<file path="src/rtl/minesweeper_control.sv">
// Minesweeper game controller: owns the cursor and per-cell HIDDEN/FLAG/REVEALED state,
// queries the mine map at A and issues stallable single-cycle graphics-memory writes.
module minesweeper_control #(
  parameter int unsigned MINES = 40
) (
  input  logic       clk,
  input  logic       initcue,
  input  logic       mark_button,
  input  logic       tap_button,
  input  logic       left_button,
  input  logic       right_button,
  input  logic       up_button,
  input  logic       down_button,
  input  logic [2:0] mine_cnt,
  input  logic       status,
  input  logic       valid,
  input  logic       transmit,
  output logic       dead,
  output logic [5:0] leftover,
  output logic [3:0] x,
  output logic [3:0] y,
  output logic [7:0] A,
  output logic       update,
  output logic [7:0] GMaddress,
  output logic [3:0] GMdata
);

  typedef enum logic [2:0] {S_CLEAR, S_WAIT, S_PLAY, S_EVAL, S_DEAD} state_e;
  typedef enum logic [1:0] {C_HIDDEN = 2'd0, C_FLAG = 2'd1, C_REVEALED = 2'd2} cell_e;

  localparam int B_TAP   = 5;
  localparam int B_MARK  = 4;
  localparam int B_LEFT  = 3;
  localparam int B_RIGHT = 2;
  localparam int B_UP    = 1;
  localparam int B_DOWN  = 0;

  state_e     state_q, state_d;
  logic [3:0] x_q, x_d, y_q, y_d;
  logic [5:0] left_q, left_d;
  logic       dead_q, dead_d;
  logic [7:0] clr_q, clr_d;
  logic       pend_q, pend_d;
  logic [7:0] gma_q, gma_d;
  logic [3:0] gmd_q, gmd_d;
  logic [5:0] btn_prev_q;
  logic [5:0] btn_now, btn_edge;

  logic [1:0] cell_q [256];
  logic       cell_we;
  logic [7:0] cell_wa;
  cell_e      cell_wd;
  cell_e      cur_cell;
  logic [7:0] cur_addr;
  logic       stall;

  assign btn_now  = {tap_button, mark_button, left_button, right_button, up_button, down_button};
  assign btn_edge = btn_now & ~btn_prev_q;
  assign cur_addr = {y_q, x_q};
  assign cur_cell = cell_e'(cell_q[cur_addr]);
  // A pending write that the display refuses freezes every other action.
  assign stall    = pend_q & transmit;

  // NOTE: sequential state uses non-blocking assignments so every register samples pre-edge values.
  always_ff @(posedge clk) begin
    if (initcue) begin
      state_q    <= S_CLEAR;
      x_q        <= '0;
      y_q        <= '0;
      left_q     <= 6'(MINES);
      dead_q     <= 1'b0;
      clr_q      <= '0;
      pend_q     <= 1'b0;
      gma_q      <= '0;
      gmd_q      <= '0;
      btn_prev_q <= '0;
    end else begin
      state_q    <= state_d;
      x_q        <= x_d;
      y_q        <= y_d;
      left_q     <= left_d;
      dead_q     <= dead_d;
      clr_q      <= clr_d;
      pend_q     <= pend_d;
      gma_q      <= gma_d;
      gmd_q      <= gmd_d;
      btn_prev_q <= btn_now;
    end
  end

  // NOTE: the cell array has no reset; the CLEAR sweep initialises every entry instead.
  always_ff @(posedge clk) begin
    if (cell_we) cell_q[cell_wa] <= cell_wd;
  end

  // NOTE: every combinational output gets a default first so no path can infer a latch.
  always_comb begin
    state_d = state_q;
    x_d     = x_q;
    y_d     = y_q;
    left_d  = left_q;
    dead_d  = dead_q;
    clr_d   = clr_q;
    pend_d  = pend_q & transmit;
    gma_d   = gma_q;
    gmd_d   = gmd_q;
    cell_we = 1'b0;
    cell_wa = cur_addr;
    cell_wd = C_HIDDEN;

    unique case (state_q)
      S_CLEAR: if (!stall) begin
        pend_d  = 1'b1;
        gma_d   = clr_q;
        gmd_d   = 4'd8;
        cell_we = 1'b1;
        cell_wa = clr_q;
        clr_d   = clr_q + 8'd1;
        if (clr_q == 8'd255) state_d = S_WAIT;
      end
      S_WAIT: if (valid) state_d = S_PLAY;
      S_PLAY: begin
        if (!valid) begin
          state_d = S_WAIT;
        end else if (!stall) begin
          if (btn_edge[B_TAP]) begin
            if (cur_cell == C_HIDDEN) state_d = S_EVAL;
          end else if (btn_edge[B_MARK]) begin
            if (cur_cell == C_HIDDEN) begin
              cell_we = 1'b1;
              cell_wd = C_FLAG;
              left_d  = (left_q == 6'd0) ? 6'd0 : left_q - 6'd1;
              pend_d  = 1'b1;
              gma_d   = cur_addr;
              gmd_d   = 4'd9;
            end else if (cur_cell == C_FLAG) begin
              cell_we = 1'b1;
              cell_wd = C_HIDDEN;
              left_d  = (left_q == 6'd63) ? 6'd63 : left_q + 6'd1;
              pend_d  = 1'b1;
              gma_d   = cur_addr;
              gmd_d   = 4'd8;
            end
          end else if (btn_edge[B_LEFT]) begin
            x_d = x_q - 4'd1;
          end else if (btn_edge[B_RIGHT]) begin
            x_d = x_q + 4'd1;
          end else if (btn_edge[B_UP]) begin
            y_d = y_q - 4'd1;
          end else if (btn_edge[B_DOWN]) begin
            y_d = y_q + 4'd1;
          end
        end
      end
      S_EVAL: if (!stall) begin
        pend_d = 1'b1;
        gma_d  = cur_addr;
        if (status) begin
          gmd_d   = 4'd10;
          dead_d  = 1'b1;
          state_d = S_DEAD;
        end else begin
          gmd_d   = {1'b0, mine_cnt};
          cell_we = 1'b1;
          cell_wd = C_REVEALED;
          state_d = S_PLAY;
        end
      end
      S_DEAD: ;
      default: state_d = S_CLEAR;
    endcase

    if (initcue) cell_we = 1'b0;
  end

  always_comb begin
    dead      = dead_q;
    leftover  = left_q;
    x         = x_q;
    y         = y_q;
    A         = cur_addr;
    update    = pend_q & ~transmit;
    GMaddress = gma_q;
    GMdata    = gmd_q;
  end

endmodule

</file>
<file path="config.mk">
export PLATFORM = sky130hd
export DESIGN_NAME = minesweeper_control
export DESIGN_NICKNAME = d
export VERILOG_FILES = /design/src/rtl/minesweeper_control.sv
export SDC_FILE = /design/constraint.sdc
export NUM_CORES = 1
export LEC_CHECK = 0
export CAP_MARGIN = 10
export CORE_ASPECT_RATIO = 0.8
export CORE_MARGIN = 1.5
export CORE_UTILIZATION = 45
export CTS_BUF_LIST = sky130_fd_sc_hd__clkbuf_2
export CTS_CLUSTER_DIAMETER = 100
export CTS_CLUSTER_SIZE = 10
export DETAILED_ROUTE_END_ITERATION = 8
export PLACE_DENSITY = 0.59
export SLEW_MARGIN = 20
export SYNTH_ARGS = -nofsm -noshare
export SYNTH_HDL_FRONTEND = slang
export SYNTH_SLANG_ARGS = --single-unit
</file>
<file path="constraint.sdc">
create_clock -name clk -period 20.5 [get_ports clk]
set_input_delay 3.075 -clock clk [delete_from_list [all_inputs] [get_ports clk]]
set_output_delay 3.075 -clock clk [all_outputs]
set_load 0.02 [all_outputs]
</file>
==> impl_metrics.env <==
export IMPL_outcome="finished clean"
export IMPL_final_hold_viol_count=0
export IMPL_cp_end_kind="primary output"
export IMPL_cts_root_buf="clkbuf_2"
export IMPL_drtIter0Drc=1715
export IMPL_clock_sinks=557
export IMPL_grt_ovfl_total=0
export IMPL_syn_to_final_growth_pct=6.42
export IMPL_drv_cap=0
export IMPL_synth_nets=1667
export IMPL_hold_path_cell_count=2
export IMPL_fin_crit_ns=7.40
export IMPL_hp_class="reg -> reg"
export IMPL_final_area_um2=25600
export IMPL_die_w_um=261
export IMPL_fmax_mhz=135
export IMPL_netSwitchingFraction_pct=26.2
export IMPL_setup_viol=0
export IMPL_die_y_um=210
export IMPL_vias_per_cell=6.06
export IMPL_routed_wl_mm=61.5
export IMPL_p_sw_uw=492
export IMPL_first_global_vias=14081
export IMPL_min_delay_start="dead"
export IMPL_grt_pass1_wl_mm=91.3
export IMPL_num_vias=14480
export IMPL_p_per_area_nw_per_um2=73.5
export IMPL_cts_resized=0
export IMPL_routedWlPerCell_um=25.7
export IMPL_cts_buffer_depth=3
export IMPL_drt_pass1_iter_count=6
export IMPL_cts_htree_levels=2
export IMPL_yosysTopAreaCell="edfxtp_1"
export IMPL_synth_top_cell_area_share_pct=64.0
export IMPL_p_comb_share_pct=8.5
export IMPL_finalWorstSetupSlack_ns=13.10
export IMPL_drtAntennaViolNets=0
export IMPL_yosysUniqueCellTypes=74
export IMPL_synthArstFlopShare_pct=0
export IMPL_relSlewSlack_pct=26.3
export IMPL_cts_tree="yes"
export IMPL_place_hpwl_mm=38.1
export IMPL_synth_seq_area_share_pct=67.8
export IMPL_io_pins=50
export IMPL_placed_area_um2=25100
export IMPL_min_to="dead"
export IMPL_r2r_start="x[0]"
export IMPL_leakage_uw=0.00762
export IMPL_r2r_slack_ns=14.79
export IMPL_synth_area_um2=24000
export IMPL_clk_pin_slew_ns=0.23
export IMPL_reg2reg_depth=9
export IMPL_ys_seq_elements=557
export IMPL_grt_max_degree=257
export IMPL_crit_type="in -> out"
export IMPL_path_max_fanout=5
export IMPL_clock_latency_ns=1.19
export IMPL_ir_drop_mv=0.0242
export IMPL_synthTopCellsByArea="edfxtp_1 (64%), mux4_2 (9.2%), nor2_1 (5.2%)"
export IMPL_required_ns=17.43
export IMPL_syn_inst=1643
export IMPL_core_rowCount=75
export IMPL_finalNonFillerCells=2391
export IMPL_cts_hold_buffers_added=0
export IMPL_crit_path_start_kind="input pin"
export IMPL_placed_cells_incl_taps=2301
export IMPL_cts_setup_buffers=0
export IMPL_final_nets=1696
export IMPL_core_area_um2=52600
export IMPL_track_usage_pct=22.8
export IMPL_fin_hold_ws_ns=0.467
export IMPL_drc=0
export IMPL_r2r_end="cell_q[159][0]"
export IMPL_synth_edf_count=512
export IMPL_slew_viol_final=0
export IMPL_io_buffers=49
export IMPL_yosysWarnings=0
export IMPL_start_util_pct=45.7
export IMPL_timing_final_crit_share_pct=36.1
export IMPL_cp_arrival_ns=4.32
export IMPL_cts_buffers=61
export IMPL_antenna_found_initial=1
export IMPL_synth_avg_cell_area_um2=14.6
export IMPL_rsz0062_at_grt="no"
export IMPL_synthFlopType="edfxtp_1"
export IMPL_worst_slew_pin_slew_ns=1.10
export IMPL_die_area_um2=54800
export IMPL_p_int_uw=1390
export IMPL_p_clk_share_pct=25.2
export IMPL_drive_gt1_share_pct=14.1
export IMPL_gp_congestion=0.818
export IMPL_seqPwrFrac_pct=66.2
export IMPL_tns_ns=0
export IMPL_clock_skew_ns=0.0774
export IMPL_dpl_worst_slack_ns=13.07
## layout by cell type, fill, tap and decap left out, types with 11 or more instances in the layout
master           Yosys  routed
o21ai_0             20      20
nor3_1              18      16
edfxtp_1           512     512
a21oi_1             30      30
clkdlybuf4s50_1      0      49
buf_4               17      21
nor2b_1             24      22
mux2i_1             60      60
mux4_2              98      98
nor2_1             330     327
a22oi_1             42      42
nand2_1            126     126
nand3_1             33      29
dfxtp_1             45      41
xnor2_1             11      11
inv_1               16      16
clkbuf_2             0      85
## per-stage QoR
stage	total power (µW)	util [%]
after floorplan	1360	-
after global placement	1430	47.7
after detailed placement	1430	47.7
after CTS	1890	48.6
after global routing	1950	48.6
final	1880	48.6
## kinds of logic (layout without fill, tap and decap cells)
| family | Yosys count | in the layout | synth area share [%] |
|---|---|---|---|
| AO/OA/AOI/OAI | 181 | 181 | 5.34 |
| AND/OR/NAND/NOR | 583 | 583 | 10.4 |
| other | 0 | 1 | 0 |
| flip-flops | 557 | 557 | 67.8 |
| buffers and inverters | 126 | 180 | 2.63 |
| adder cells (fa/ha/maj) | 10 | 10 | 0.584 |
| multiplexers | 169 | 169 | 12.6 |
| XOR/XNOR | 17 | 17 | 0.620 |
## state kept, by name, summed over array words and instances (netlist names), 4 cells and up
signal and flops:
cell_q 512, GMaddress 8, clr_q 8, btn_prev_q 6
leftover 6, GMdata 4, x 4, y 4
## metal layers
layer / GRT usage, % / wire length [µm] / share of wire [%]
met2: 32.8 / 26800 / 44
met3: 4.70 / 5700 / 9.3
met4: 5.75 / 1160 / 1.9
met1: 35.4 / 27800 / 45
met5: 0 / 0 / 0
## worst max-delay path, stage by stage
cell,delay (ns)
clkdlybuf4s50_1,0.48
nor2b_1,0.15
clkdlybuf4s50_1,0.61
## power by group through the flow
stage / Clock, µW / Sequential (µW) / Combinational [µW]
after detailed placement: 0 / 1270 / 159
final: 474 / 1240 / 161
after global routing: 528 / 1250 / 172
after global placement: 0 / 1270 / 158
after CTS: 489 / 1240 / 159
after floorplan: 0 / 1270 / 96.7
## cell type report
| type | instances | area (µm²) |
|---|---|---|
| Antenna cell | 1 | 2.50 |
| Clock buffer | 85 | 425 |
| Clock inverter | 3 | 17.5 |
| Fill cell | 4591 | 27000 |
| Inverter | 18 | 67.6 |
| Multi-Input combinational cell | 960 | 7160 |
| Sequential cell | 557 | 16300 |
| Tap cell | 693 | 867 |
| Timing Repair Buffer | 74 | 736 |
## how the worst max path moves through the flow
stage | from | to | slack [ns] | cells past startpoint
4_1_cts | transmit | update | 13.07 | 3
2_1_floorplan | tap_button | cell_q[0][0] | 5.03 | 5
3_5_place_dp | transmit | update | 13.07 | 3
6_report | transmit | update | 13.10 | 3
5_1_grt | transmit | update | 13.01 | 3
3_3_place_gp | transmit | update | 13.05 | 3
## cell usage after synthesis, types with 3 or more instances
cell,instances
o31ai_1,4
mux2i_1,60
a22oi_1,42
a2111oi_0,6
nand2b_1,6
a21oi_1,30
dfxtp_1,45
edfxtp_1,512
and3_1,4
o22ai_1,10
nand2_1,126
nor2_1,330
a311oi_1,8
nand3b_1,6
a211oi_1,6
inv_1,16
nor2b_1,24
mux4_1,7
nor3_1,18
buf_6,6
nand3_1,33
buf_1,8
and2_1,7
o31a_1,3
buf_4,17
o211a_1,5
nand4_1,7
o21a_1,4
o41ai_1,4
o211ai_1,5
a31oi_1,8
clkbuf_1,45
mux2_2,4
or3b_2,3
and4b_1,3
buf_2,31
mux4_2,98
o21ai_0,20
xor2_1,6
ha_1,8
a21o_1,6
xnor2_1,11
Power figures use the tool's default switching activity.
